File: config.mk
export PLATFORM = sky130hd
export DESIGN_NAME = instruction_fetch_unit_flat
export DESIGN_NICKNAME = d
export VERILOG_FILES = /design/src/rtl/instruction_fetch_unit_pkg.sv /design/src/rtl/instruction_fetch_unit_if.sv /design/src/rtl/instruction_fetch_unit_wait_counter.sv /design/src/rtl/instruction_fetch_unit.sv /design/src/flat_wrapper.sv
export SDC_FILE = /design/constraint.sdc
export NUM_CORES = 1
export LEC_CHECK = 0
export ABC_AREA = 1
export CAP_MARGIN = 25
export CORE_MARGIN = 2
export CORE_UTILIZATION = 50
export DETAILED_ROUTE_END_ITERATION = 12
export GPL_TIMING_DRIVEN = 0
export PLACE_DENSITY_LB_ADDON = 0.05
export SLEW_MARGIN = 0
export SYNTH_ARGS = -nofsm -noshare
export SYNTH_HDL_FRONTEND = slang
export SYNTH_SLANG_ARGS = --single-unit
File: constraint.sdc
create_clock -name CLK -period 2.7 [get_ports CLK]
set_input_delay 0.27 -clock CLK [delete_from_list [all_inputs] [get_ports CLK]]
set_output_delay 0.27 -clock CLK [all_outputs]
set_load 0.05 [all_outputs]
File: src/rtl/instruction_fetch_unit_pkg.sv
// Shared types and defaults for the LEGv8 instruction fetch stage.
package fetch_pkg;

    localparam int unsigned ADDR_W      = 64;
    localparam int unsigned INSTR_W     = 32;
    localparam int unsigned RD_WAIT_DEF = 2;
    localparam int unsigned PC_INC_DEF  = 4;

    typedef enum logic [1:0] {
        BOOT  = 2'd0,
        FETCH = 2'd1,
        FULL  = 2'd2
    } state_t;

    function automatic logic [ADDR_W-1:0] word_align(input logic [ADDR_W-1:0] a);
        return a & ~ADDR_W'(3);
    endfunction

endpackage

File: src/rtl/instruction_fetch_unit_if.sv
// Memory-side and decode/execute-side signals of the fetch stage.
interface instruction_fetch_unit_if;
    import fetch_pkg::*;

    logic [ADDR_W-1:0]  Address;
    logic [INSTR_W-1:0] MemData;
    logic [INSTR_W-1:0] Instr;
    logic [ADDR_W-1:0]  InstrPC;
    logic               InstrValid;
    logic               InstrReady;
    logic               RedirectValid;
    logic [ADDR_W-1:0]  RedirectPC;

    modport master (
        output Address, Instr, InstrPC, InstrValid,
        input  MemData, InstrReady, RedirectValid, RedirectPC
    );

    modport slave (
        input  Address, Instr, InstrPC, InstrValid,
        output MemData, InstrReady, RedirectValid, RedirectPC
    );

endinterface

File: src/rtl/instruction_fetch_unit_wait_counter.sv
// Memory read-settle counter: counts up to TERM, then holds and flags terminal.
module fetch_wait_counter #(
    parameter int unsigned TERM = 1,
    parameter int unsigned W    = 1
) (
    input  logic clk_i,
    input  logic rst_ni,
    input  logic clr_i,
    input  logic en_i,
    output logic term_o
);

    logic [W-1:0] cnt_q, cnt_d;

    assign term_o = (cnt_q == W'(TERM));

    always_comb begin
        cnt_d = cnt_q;
        if (clr_i)
            cnt_d = '0;
        else if (en_i && !term_o)
            cnt_d = cnt_q + W'(1);
    end

    always_ff @(posedge clk_i or negedge rst_ni) begin
        if (!rst_ni)
            cnt_q <= '0;
        else
            cnt_q <= cnt_d;
    end

endmodule

File: src/rtl/instruction_fetch_unit.sv
// Fetch stage: owns the PC, waits RD_WAIT cycles per read, holds one word for decode.
module instruction_fetch_unit
    import fetch_pkg::*;
#(
    parameter int unsigned RD_WAIT = RD_WAIT_DEF,
    parameter int unsigned PC_INC  = PC_INC_DEF
) (
    input  logic                      CLK,
    input  logic                      resetl,
    input  logic [ADDR_W-1:0]         startPC,
    instruction_fetch_unit_if.master  bus
);

    localparam int unsigned CNT_W = $clog2(RD_WAIT + 1);

    state_t             state_q, state_d;
    logic [ADDR_W-1:0]  pc_q, pc_d;
    logic [INSTR_W-1:0] instr_q, instr_d;
    logic [ADDR_W-1:0]  ipc_q, ipc_d;
    logic               valid_q, valid_d;
    logic               cnt_clr, cnt_en, cnt_term;
    logic               take;
    logic               xfer;

    assign xfer = valid_q & bus.InstrReady;

    fetch_wait_counter #(
        .TERM (RD_WAIT - 1),
        .W    (CNT_W)
    ) u_wait (
        .clk_i  (CLK),
        .rst_ni (resetl),
        .clr_i  (cnt_clr),
        .en_i   (cnt_en),
        .term_o (cnt_term)
    );

    always_comb begin
        state_d = state_q;
        pc_d    = pc_q;
        instr_d = instr_q;
        ipc_d   = ipc_q;
        valid_d = valid_q;
        cnt_clr = 1'b0;
        cnt_en  = 1'b0;
        take    = 1'b0;

        if (xfer)
            valid_d = 1'b0;

        case (state_q)
            BOOT: begin
                pc_d    = word_align(startPC);
                cnt_clr = 1'b1;
                state_d = FETCH;
            end
            FETCH: begin
                if (!cnt_term)
                    cnt_en = 1'b1;
                else if (!valid_q || xfer)
                    take = 1'b1;
                else
                    state_d = FULL;
            end
            FULL: begin
                if (xfer) begin
                    take    = 1'b1;
                    state_d = FETCH;
                end
            end
            default: state_d = BOOT;
        endcase

        if (take) begin
            instr_d = bus.MemData;
            ipc_d   = pc_q;
            valid_d = 1'b1;
            pc_d    = pc_q + ADDR_W'(PC_INC);
            cnt_clr = 1'b1;
        end

        // Redirect overrides everything above, including a capture decided this cycle.
        if (bus.RedirectValid && state_q != BOOT) begin
            instr_d = instr_q;
            ipc_d   = ipc_q;
            valid_d = 1'b0;
            pc_d    = word_align(bus.RedirectPC);
            cnt_clr = 1'b1;
            cnt_en  = 1'b0;
            state_d = FETCH;
        end
    end

    always_ff @(posedge CLK or negedge resetl) begin
        if (!resetl) begin
            state_q <= BOOT;
            pc_q    <= '0;
            instr_q <= '0;
            ipc_q   <= '0;
            valid_q <= 1'b0;
        end else begin
            state_q <= state_d;
            pc_q    <= pc_d;
            instr_q <= instr_d;
            ipc_q   <= ipc_d;
            valid_q <= valid_d;
        end
    end

    assign bus.Address    = pc_q;
    assign bus.Instr      = instr_q;
    assign bus.InstrPC    = ipc_q;
    assign bus.InstrValid = valid_q;

endmodule

File: src/flat_wrapper.sv
// flat-port wrapper written by rule: the top's interface ports become plain ports
module instruction_fetch_unit_flat import fetch_pkg::*;
#(
    parameter int unsigned RD_WAIT = RD_WAIT_DEF,
    parameter int unsigned PC_INC  = PC_INC_DEF
)
  (CLK, resetl, startPC, bus_Address, bus_Instr, bus_InstrPC, bus_InstrValid, bus_MemData, bus_InstrReady, bus_RedirectValid, bus_RedirectPC);
  instruction_fetch_unit_if bus_i ();
  input  logic CLK;
  input  logic resetl;
  input  logic [ADDR_W-1:0] startPC;
  output wire logic [$bits(bus_i.Address)-1:0] bus_Address;
  output wire logic [$bits(bus_i.Instr)-1:0] bus_Instr;
  output wire logic [$bits(bus_i.InstrPC)-1:0] bus_InstrPC;
  output wire logic [$bits(bus_i.InstrValid)-1:0] bus_InstrValid;
  input wire logic [$bits(bus_i.MemData)-1:0] bus_MemData;
  input wire logic [$bits(bus_i.InstrReady)-1:0] bus_InstrReady;
  input wire logic [$bits(bus_i.RedirectValid)-1:0] bus_RedirectValid;
  input wire logic [$bits(bus_i.RedirectPC)-1:0] bus_RedirectPC;
  assign bus_Address = bus_i.Address;
  assign bus_Instr = bus_i.Instr;
  assign bus_InstrPC = bus_i.InstrPC;
  assign bus_InstrValid = bus_i.InstrValid;
  assign bus_i.MemData = bus_MemData;
  assign bus_i.InstrReady = bus_InstrReady;
  assign bus_i.RedirectValid = bus_RedirectValid;
  assign bus_i.RedirectPC = bus_RedirectPC;
  instruction_fetch_unit #(.RD_WAIT(RD_WAIT), .PC_INC(PC_INC)) u_core (.CLK(CLK), .resetl(resetl), .startPC(startPC), .bus(bus_i));
endmodule
==> impl_metrics.yaml <==
status:
  status: "finished clean"
logic_synthesis:
  synth.distinct_cells: 27
  ys_ff_latch: 161
  synth.yosys.seq_area_share: 0.4296
  synth.cell_area_um2: 9378
  synth_top_area_share: 0.4296
  synth_cells: 1401
  avgSynthCellArea_um2: 6.694
  synth_top_cell_by_area: "dfrtp_1"
  synthTopCellsByArea: "dfrtp_1 (43%), nand2_1 (22%), nor2_1 (8.6%)"
  ys_warn_count: 0
cts:
  cts_max_level: 4
  post_cts_buffers: 0
  cts_made_buffers: 17
  cts.sinks: 161
  cts_tree: "done"
  clockRootBuffer: "clkbuf_16"
  clockBufferDepth: 2
  clkTransAtPathRegs_ns: 0.08
  clk_latency_ns: 0.44
critical_path:
  crit_path_start_kind: "flop"
  crit_path_max_fanout: 10
  worstPathRequired_ns: 3.03
  setup.worst_path.start: "u_core.state_q[0]"
  r2r-start: "u_core.state_q[0]"
  end_kind: "flop"
  critPathKind: "reg2reg"
  arrival_ns: 2.92
die:
  die-area_um2: 19870
  fp.dieW_um: 141.0
  row_count: 50
  start_util: 0.5047
  core_region_area_um2: 18580
  die_y_um: 141.0
  pin_count: 325
worst_hold_path:
  hold_start: "bus_MemData[13]"
  hold_path_class: "in2reg"
routing:
  vias: 10800
  wl_per_cell_um: 18.50
  wirelength_um: 36780
  drt-vias-per-instance: 5.433
  first_pass_iters: 5
  route.detailed.drc: 0
  drt_iter0_drc: 1029
  ant_nets: 0
cells_and_area:
  nets: 1911
  final_cells: 1988
  antenna-diode-count: 0
  fillCellCount: 1511
  regArea_um2: 4029
  multi_input_comb_area_um2: 4667
  area_growth_pct: 43.32
  drive_above_1_share: 0.05644
grt:
  antenna_found_initial: 0
  groute.usage.overall: 0.3708
  grt_max_degree: 82
  grt_pass1_vias: 10130
  grt_pass1_wl_um: 56460
  gr-total-overflow: 0
sta:
  setup_viol: 0
  slew_headroom: 0.5031
  final_max_slew_viol_count: 0
  timing.final.crit_share: 0.9606
  finClkSkew_ns: 0.01804
  period_needed_ns: 2.594
  fin_ws_ns: 0.1063
  hold_viol: 0
  worstMarginPinSlew_ns: 0.7453
  fmaxAchievable_mhz: 385.6
  grt_setup_unrepaired: "no"
placement:
  portBuffers: 316
  place_hpwl_um: 28340
  dp.cells: 1955
  gp_congestion: 1.019
  pre_cts_ws_ns: -0.1662
power:
  power.leakage_nw: 6.304
  cellPowerDensity_nw_per_um2: 1308
  total_power_mw: 17.59
  ir_drop_uv: 920.7
flow_run:
  maxCapViolations: 0
## stage by stage
stage | util | area, um2 | hold WS, ns | TNS [ns]
after floorplan | - | 9389 | -0.02559 | 0
after global placement | 0.6913 | 12840 | 0.4602 | -823.58
after detailed placement | 0.6931 | 12880 | 0.2951 | -7.732
after CTS | 0.7234 | 13440 | 0.3673 | 0
after global routing | 0.7234 | 13440 | 0.3800 | 0
final | 0.7234 | 13440 | 0.3661 | 0
## metal layers
metal | vias to the layer above | routed length, um | share of wire | GRT usage
met1 | 5027 | 14970 | 0.41 | 0.5074
li1 | 5067 | - | - | -
met2 | 615 | 16910 | 0.46 | 0.5856
met4 | 0 | 1240 | 0.034 | 0.1426
met3 | 91 | 3666 | 0.10 | 0.07473
met5 | - | 0 | 0 | 0
## kinds of logic (layout without fill, tap and decap cells)
group	after synthesis	count (layout)	synth area share
xor gates and xnor gates	18	18	0.01681
other	1	4	0.0003999
and+or+nand+nor	854	854	0.3632
buffers and inverters	167	517	0.07418
adders and majority gates	6	6	0.008005
AOI/OAI and AO/OA	194	194	0.1078
DFF	161	161	0.4296
## report_power, final
group          switching [mW]  total [mW]  leakage (nW)  internal [mW]
Sequential               1.31        4.84          2.02           3.52
Combinational            7.15        10.4          4.01           3.25
Clock                    1.14        2.35         0.272           1.21
Total                    9.60        17.6          6.30           7.99
## path summary, 6_finish.rpt
path | endpoint | depth (start not counted) | slack [ns]
worst max-delay path | u_core.bus.InstrPC[34] | 9 | 0.11
worst min-delay path | u_core.bus.Instr[13] | 3 | 0.37
worst max register to register | u_core.bus.InstrPC[34] | 9 | 0.11
worst min register to register | u_core.bus.Instr[29] | 2 | 0.48
max in group asynchronous | u_core.bus.InstrPC[62] | 3 | 1.44
min in group asynchronous | u_core.bus.Instr[8] | 2 | 0.41
## area by class of cell
| cell class | count | share of cell area |
|---|---|---|
| tap | 234 | 0.02178 |
| buffer | 63 | 0.02271 |
| multi-input combinational | 1076 | 0.3472 |
| timing repair buffer | 318 | 0.2385 |
| inverter | 104 | 0.02904 |
| sequential | 161 | 0.2998 |
| clock buffer | 18 | 0.03193 |
| clock inverter | 14 | 0.009030 |
## cells in the final DEF, fill, tap and decap left out, types with 4 or more instances in the layout
cell type,n
inv_2,4
nor2_2,11
nand4_1,7
o22ai_1,12
o21ai_0,107
clkbuf_1,29
clkbuf_16,17
nand2_2,11
inv_1,100
a211oi_1,4
nor2_1,213
conb_1,4
clkdlybuf4s50_1,315
inv_6,5
ha_1,6
o21ai_1,16
buf_2,25
nand3_1,66
a21oi_1,49
xor2_1,16
dfrtp_1,161
nand2_1,540
buf_4,10
## Yosys cell counts (all sizes together)
| cell type | instances |
|---|---|
| nand2 | 552 |
| nor2 | 228 |
| dfrtp | 161 |
| o21ai | 123 |
| inv | 104 |
| nand3 | 66 |
| a21oi | 49 |
| buf | 35 |
| clkbuf | 28 |
| xor2 | 16 |
| o22ai | 12 |
| nand4 | 7 |
| ha | 6 |
| a211oi | 4 |
| a21o | 3 |
| o211ai | 3 |
| xnor2 | 2 |
| conb | 1 |
| nor3 | 1 |
## state kept, by name, indices dropped and copies added, names as in the netlist
register,flops
u_core.bus.Instr,32
u_core.state_q,2
u_core.bus.Address,62
u_core.u_wait.cnt_q,2
u_core.bus.InstrPC,62
u_core.bus.InstrValid,1
## critical path: stages, from the launching register on
cell and delay [ns]:
dfrtp_1 0.38, inv_1 0.10, ha_1 0.24, nor2_2 0.37
inv_2 0.20, nand2_2 0.29, buf_2 0.40, buf_2 0.30
nand2_1 0.09, o21ai_0 0.10
## timing repair
action	CTS	global route
hold endpoints to repair	80	0
endpoints found under the setup margin	39	0
hold buffers	1	0
gates resized for setup	1	0
(Power assumes the default switching activity.)
